[config.mk]
export PLATFORM = sky130hd
export DESIGN_NAME = serial_word_deserializer_flat
export DESIGN_NICKNAME = d
export VERILOG_FILES = /design/src/rtl/serial_word_deserializer_if.sv /design/src/rtl/serial_word_deserializer.sv /design/src/flat_wrapper.sv
export SDC_FILE = /design/constraint.sdc
export NUM_CORES = 1
export LEC_CHECK = 0
export ABC_AREA = 1
export BUFFER_PORTS_ARGS = -buffer_cell sky130_fd_sc_hd__buf_2
export CAP_MARGIN = 5
export CORE_MARGIN = 2
export CORE_UTILIZATION = 50
export CTS_BUF_LIST = sky130_fd_sc_hd__clkbuf_8 sky130_fd_sc_hd__clkbuf_16
export CTS_CLUSTER_SIZE = 10
export DETAILED_ROUTE_END_ITERATION = 6
export GPL_ROUTABILITY_DRIVEN = 0
export HOLD_SLACK_MARGIN = 0.06
export PLACE_DENSITY = 0.69
export SLEW_MARGIN = 20
export SYNTH_ARGS = -nofsm -noshare
export SYNTH_HDL_FRONTEND = slang
export SYNTH_SLANG_ARGS = --single-unit
[constraint.sdc]
create_clock -name clk -period 2.1 [get_ports clk]
set_input_delay 0 -clock clk [delete_from_list [all_inputs] [get_ports clk]]
set_output_delay 0 -clock clk [all_outputs]
set_load 0.05 [all_outputs]
[src/rtl/serial_word_deserializer_if.sv]
// Bundles the serial input beat channel and the word output channel of
// serial_word_deserializer. The master side drives bits and takes words;
// the slave side is the deserializer itself.
interface serial_word_deserializer_if #(
  parameter int unsigned WIDTH = 8
);
  localparam int unsigned CNT_W = $clog2(WIDTH + 1);

  logic             in_bit;
  logic             in_valid;
  logic             in_last;
  logic             in_ready;
  logic [WIDTH-1:0] out_data;
  logic [CNT_W-1:0] out_count;
  logic             out_perr;
  logic             out_valid;
  logic             out_ready;

  modport master (
    output in_bit,
    output in_valid,
    output in_last,
    output out_ready,
    input  in_ready,
    input  out_data,
    input  out_count,
    input  out_perr,
    input  out_valid
  );

  modport slave (
    input  in_bit,
    input  in_valid,
    input  in_last,
    input  out_ready,
    output in_ready,
    output out_data,
    output out_count,
    output out_perr,
    output out_valid
  );
endinterface

[src/rtl/serial_word_deserializer.sv]
// Serial-to-word deserializer: collects LSB-first bits into WIDTH-bit words,
// closes short words on in_last, and delivers them through a 2-entry FIFO.
// Optional even-parity beat after each word: SERIAL_WORD_DESERIALIZER_PARITY_EN.
module serial_word_deserializer #(
  parameter int unsigned WIDTH = 8
) (
  input  logic                        clk,
  input  logic                        rst_n,
  serial_word_deserializer_if.slave   bus
);
  localparam int unsigned CNT_W = $clog2(WIDTH + 1);

  typedef struct packed {
    logic [WIDTH-1:0] data;
    logic [CNT_W-1:0] count;
    logic             perr;
  } word_t;

  logic             run_q;
  logic [WIDTH-1:0] sr_q, sr_d;
  logic [CNT_W-1:0] bcnt_q, bcnt_d;

  word_t            mem_q [2];
  word_t            head;
  logic             wr_ptr_q, rd_ptr_q;
  logic [1:0]       occ_q;

  logic             accept;
  logic             pop;
  logic             push;
  word_t            push_word;

  logic [WIDTH-1:0] bit_mask;
  logic [WIDTH-1:0] new_word;
  logic [CNT_W-1:0] new_count;
  logic             close_word;

  // Ready depends only on registered state: out of reset and FIFO not full.
  assign bus.in_ready  = run_q && (occ_q != 2'd2);
  assign bus.out_valid = (occ_q != 2'd0);

  assign head          = mem_q[rd_ptr_q];
  assign bus.out_data  = head.data;
  assign bus.out_count = head.count;
  assign bus.out_perr  = head.perr;

  assign accept     = bus.in_valid && bus.in_ready;
  assign pop        = bus.out_valid && bus.out_ready;

  // Word as it would look with the current bit merged in at position bcnt.
  assign bit_mask   = WIDTH'(1) << bcnt_q;
  assign new_word   = bus.in_bit ? (sr_q | bit_mask) : sr_q;
  assign new_count  = bcnt_q + CNT_W'(1);
  assign close_word = (bcnt_q == CNT_W'(WIDTH - 1)) || bus.in_last;

`ifdef SERIAL_WORD_DESERIALIZER_PARITY_EN
  typedef enum logic [0:0] {
    COLLECT = 1'b0,
    PARITY  = 1'b1
  } state_e;

  state_e           state_q, state_d;
  logic [WIDTH-1:0] hold_data_q;
  logic [CNT_W-1:0] hold_count_q;
  logic             hold_load;

  // State register.
  always_ff @(posedge clk or negedge rst_n) begin
    if (!rst_n) begin
      state_q <= COLLECT;
    end else begin
      state_q <= state_d;
    end
  end

  // Next state: a closed word waits for its parity beat.
  always_comb begin
    state_d = state_q;
    case (state_q)
      COLLECT: if (accept && close_word) state_d = PARITY;
      PARITY:  if (accept)               state_d = COLLECT;
      default: state_d = COLLECT;
    endcase
  end

  // Datapath controls: collect bits, park the closed word, push on parity.
  always_comb begin
    sr_d      = sr_q;
    bcnt_d    = bcnt_q;
    push      = 1'b0;
    push_word = '0;
    hold_load = 1'b0;
    case (state_q)
      COLLECT: begin
        if (accept) begin
          if (close_word) begin
            sr_d      = '0;
            bcnt_d    = '0;
            hold_load = 1'b1;
          end else begin
            sr_d      = new_word;
            bcnt_d    = new_count;
          end
        end
      end
      PARITY: begin
        if (accept) begin
          push            = 1'b1;
          push_word.data  = hold_data_q;
          push_word.count = hold_count_q;
          push_word.perr  = (^hold_data_q) ^ bus.in_bit;
        end
      end
      default: ;
    endcase
  end

  // Closed word held here while its parity beat is awaited.
  always_ff @(posedge clk or negedge rst_n) begin
    if (!rst_n) begin
      hold_data_q  <= '0;
      hold_count_q <= '0;
    end else if (hold_load) begin
      hold_data_q  <= new_word;
      hold_count_q <= new_count;
    end
  end
`else
  // Datapath controls: collect bits and push each word as it closes.
  always_comb begin
    sr_d      = sr_q;
    bcnt_d    = bcnt_q;
    push      = 1'b0;
    push_word = '0;
    if (accept) begin
      if (close_word) begin
        sr_d            = '0;
        bcnt_d          = '0;
        push            = 1'b1;
        push_word.data  = new_word;
        push_word.count = new_count;
        push_word.perr  = 1'b0;
      end else begin
        sr_d   = new_word;
        bcnt_d = new_count;
      end
    end
  end
`endif

  // Shift register, bit counter and the post-reset run flag.
  always_ff @(posedge clk or negedge rst_n) begin
    if (!rst_n) begin
      sr_q   <= '0;
      bcnt_q <= '0;
      run_q  <= 1'b0;
    end else begin
      sr_q   <= sr_d;
      bcnt_q <= bcnt_d;
      run_q  <= 1'b1;
    end
  end

  // Two-entry output FIFO; simultaneous push and pop keeps occupancy.
  always_ff @(posedge clk or negedge rst_n) begin
    if (!rst_n) begin
      for (int i = 0; i < 2; i++) begin
        mem_q[i] <= '0;
      end
      wr_ptr_q <= 1'b0;
      rd_ptr_q <= 1'b0;
      occ_q    <= 2'd0;
    end else begin
      if (push) begin
        mem_q[wr_ptr_q] <= push_word;
        wr_ptr_q        <= ~wr_ptr_q;
      end
      if (pop) begin
        rd_ptr_q <= ~rd_ptr_q;
      end
      case ({push, pop})
        2'b10:   occ_q <= occ_q + 2'd1;
        2'b01:   occ_q <= occ_q - 2'd1;
        default: occ_q <= occ_q;
      endcase
    end
  end
endmodule
[src/flat_wrapper.sv]
// flat-port wrapper written by rule: the top's interface ports become plain ports
module serial_word_deserializer_flat 
#(
  parameter int unsigned WIDTH = 8
)
  (clk, rst_n, bus_in_bit, bus_in_valid, bus_in_last, bus_out_ready, bus_in_ready, bus_out_data, bus_out_count, bus_out_perr, bus_out_valid);
  serial_word_deserializer_if #(.WIDTH(WIDTH)) bus_i ();
  input  logic clk;
  input  logic rst_n;
  input wire logic [$bits(bus_i.in_bit)-1:0] bus_in_bit;
  input wire logic [$bits(bus_i.in_valid)-1:0] bus_in_valid;
  input wire logic [$bits(bus_i.in_last)-1:0] bus_in_last;
  input wire logic [$bits(bus_i.out_ready)-1:0] bus_out_ready;
  output wire logic [$bits(bus_i.in_ready)-1:0] bus_in_ready;
  output wire logic [$bits(bus_i.out_data)-1:0] bus_out_data;
  output wire logic [$bits(bus_i.out_count)-1:0] bus_out_count;
  output wire logic [$bits(bus_i.out_perr)-1:0] bus_out_perr;
  output wire logic [$bits(bus_i.out_valid)-1:0] bus_out_valid;
  assign bus_i.in_bit = bus_in_bit;
  assign bus_i.in_valid = bus_in_valid;
  assign bus_i.in_last = bus_in_last;
  assign bus_i.out_ready = bus_out_ready;
  assign bus_in_ready = bus_i.in_ready;
  assign bus_out_data = bus_i.out_data;
  assign bus_out_count = bus_i.out_count;
  assign bus_out_perr = bus_i.out_perr;
  assign bus_out_valid = bus_i.out_valid;
  serial_word_deserializer #(.WIDTH(WIDTH)) u_core (.clk(clk), .rst_n(rst_n), .bus(bus_i));
endmodule
==> summary.txt <==
Outcome
  – Status: complete, no violations

Die
  – Die Y: around 70 microns
  – Die area: ~0.0049 sq mm
  – Die X: approximately 70 microns
  – Core area: about 0.004 sq mm
  – Initial Util: 0.530
  – # rows: 23
  – I/O pin cnt: 21

STA
  – Tcrit/Tclk final: 0.899
  – Setup-failing EPs final: 0
  – Hold slack: approximately 0.13 ns
  – Worst setup margin: about 0.21 ns
  – Final min period: 1.89 ns
  – Slew HR: 0.410
  – Slew Limit Fails: 0
  – FMAX: between 500 and 600 MHz
  – Hold Vio Cnt, Final: 0
  – Skew final: between 0.006 and 0.007 ns
  – Slew @ Worst Pin: roughly 0.9 ns

Route
  – Final ANT Viol Nets: 0
  – Vias: roughly 1700
  – 1st-iter DRT viols: about 130
  – Routed WL: between 4000 and 5000 microns
  – Via/cell ratio: between 4 and 5
  – DR WL/cell: roughly 12 microns
  – Drt pass-1 iters: 4
  – DRC violations left: 0

CTS
  – CTS Root Cell: clkbuf_8
  – # Post-CTS Setup Buffers: 0
  – Worst-skew pair later-pin latency: around 0.29 ns
  – H-tree levels: 2
  – CTS tree: done
  – CTS max path bufs: 2
  – Clock sinks: ~40
  – Cts bufs inserted: 5
  – Clk slew on worst S/H paths: approximately 0.080 ns

Synth
  – Avg Inst Size Synth: ~8 sq um
  – Seq/Total Area, Yosys: 0.474
  – Syn Nets: between 200 and 300
  – Top_reg_cell synth: dfrtp_1
  – Cells after synthesis: 263
  – Warnings from Yosys: 0
  – Post-synth ARST share: 1.00
  – #FFs+latches synth: 41
  – Synthesized cell area: 0.00216 sq mm
  – EDFF count, synth: 0
  – Library cells used by synthesis: 23

Power and ir drop
  – Seq pwr share: 0.384
  – Sw frac: 0.460
  – Worst IR drop on VDD: between 0.8 and 0.9 mV
  – Clock power frac: 0.188
  – Cell Pwr Density: around 1400 mW/mm^2
  – Logic pwr share: 0.428
  – Switching pwr: about 0.0016 W
  – Leak: between 1 and 1.5 nW
  – Pint: between 0.0015 and 0.002 W

Final layout
  – Diode count: 0
  – Fin area: around 0.0024 sq mm
  – Multi-input gate area: ~960 sq um
  – Nets: between 200 and 300
  – Most common cell after layout, fill and taps aside: nand2_1
  – Core Util, Final: 0.586
  – Most frequent cells in the layout: 100 x nand2_1, 41 x dfrtp_1, 31 x nand3_1
  – Area Overhead vs Synth: 10.7%
  – Register area: about 0.001 sq mm
  – Ratio of cells with drive above 1 in the final layout: 0.151
  – Fillers: a little under 400

GRT
  – Initial antenna violation count: 0
  – Total Routing Usage GR: 0.191
  – Number of global-route vias before repair: roughly 1600
  – First-pass GRT wire length: about 7400 microns
  – Largest net degree at the start of global routing: 42
  – Grt ovf: 0

Place
  – PortBufs: 19
  – DP Area: roughly 0.0022 sq mm
  – Final HPWL DP: about 2900 microns
  – Place WS: 0.188 ns

Worst setup path
  – Crit Path Category: reg -> reg
  – Critical Path End Type: register
  – Critical Path AT: 2.07 ns
  – Crit Path Max Fanout: 6
  – Element type at the critical path start: register
  – Worst Path Required: between 2 and 2.5 ns

Worst hold path
  – Worst Hold Class: in -> reg

Run
  – Max-cap violation count: 0
## path summary, 6_finish.rpt
path | start | to | slack [ns] | cells after the start
max reg2reg | u_core.bcnt_q[1] | u_core.occ_q[1] | 0.21 | 10
max | u_core.bcnt_q[1] | u_core.occ_q[1] | 0.21 | 10
min | bus_in_valid | u_core.sr_q[7] | 0.13 | 4
max in group asynchronous | rst_n | u_core.sr_q[6] | 1.18 | 2
min in group asynchronous | rst_n | u_core.mem_q[15] | 0.37 | 2
min reg2reg | u_core.mem_q[3] | u_core.mem_q[3] | 0.47 | 2
## state kept, by name (all words and copies together) (netlist names)
register	count
u_core.mem_q	24
u_core.sr_q	8
u_core.bcnt_q	4
u_core.occ_q	2
u_core.rd_ptr_q	1
u_core.run_q	1
u_core.wr_ptr_q	1
## layout make-up
type	count	area share
inverter	21	0.0329
sequential	41	0.428
clock inverter	2	0.0141
clock buffer	6	0.0345
multi-input combinational	190	0.403
tap	50	0.0261
timing repair buffer	25	0.0616
## power by group through the flow
stage	registers (W)	logic, W	clock network [W]
2_1_floorplan	0.00124	0.00128	0
4_1_cts	0.00133	0.00149	0.000664
3_5_place_dp	0.00134	0.00148	0
5_1_grt	0.00138	0.00164	0.000691
6_report	0.00133	0.00148	0.000649
3_3_place_gp	0.00133	0.00146	0
## stage by stage
| stage | setup TNS [ns] | power [W] | std cells |
|---|---|---|---|
| 6_report | 0 | 0.00345 | 335 |
| 5_1_grt | -0.00617 | 0.00371 | 335 |
| 4_1_cts | 0 | 0.00348 | 335 |
| 3_5_place_dp | 0 | 0.00282 | 324 |
| 3_3_place_gp | 0 | 0.00278 | 324 |
| 2_1_floorplan | 0 | 0.00252 | 263 |
## cell families (layout without fill, tap and decap cells)
logic type / after synthesis / after routing / synth area share
fa+ha+maj: 6 / 6 / 0.0347
buf+inv: 32 / 54 / 0.0815
other cells: 2 / 2 / 0.00347
compound gates: 7 / 7 / 0.0225
simple gates: 171 / 171 / 0.368
flops: 41 / 41 / 0.474
xor+xnor: 4 / 4 / 0.0162
## timing repair
action                     in CTS  in global routing
gates resized for setup         0                  1
hold buffers                    3                  0
setup endpoints to repair       0                  1
hold endpoints to repair       43                  0
## worst max-delay path: stages, from the launching register on
cell and delay (ns):
dfrtp_1 0.44, ha_2 0.25, nand2_4 0.07, nor2_2 0.13, nor2_4 0.08, nor2_8 0.08
inv_1 0.05, ha_1 0.30, a21oi_1 0.11, o21ai_0 0.11, xor2_1 0.15
## routing by layer
layer | vias up | global-route usage | routed length (microns)
met5 | - | 0 | 0
met4 | 0 | 0.0577 | 59
met3 | 7 | 0.0407 | 177
met2 | 36 | 0.289 | 1840
met1 | 754 | 0.276 | 2070
li1 | 859 | - | -
## Yosys cell counts, types with 3 or more instances
library cell / instances / share of area
nand4_1: 7 / 0.020
nand3_2: 3 / 0.014
nand2_1: 100 / 0.17
inv_1: 20 / 0.035
dfrtp_1: 41 / 0.47
o21ai_0: 5 / 0.012
nand2_4: 3 / 0.016
nor2_1: 22 / 0.038
ha_1: 6 / 0.035
nand3_1: 31 / 0.072
buf_4: 3 / 0.010
buf_6: 6 / 0.031
xor2_1: 3 / 0.012
No activity file was read; power rests on OpenSTA's default activity.
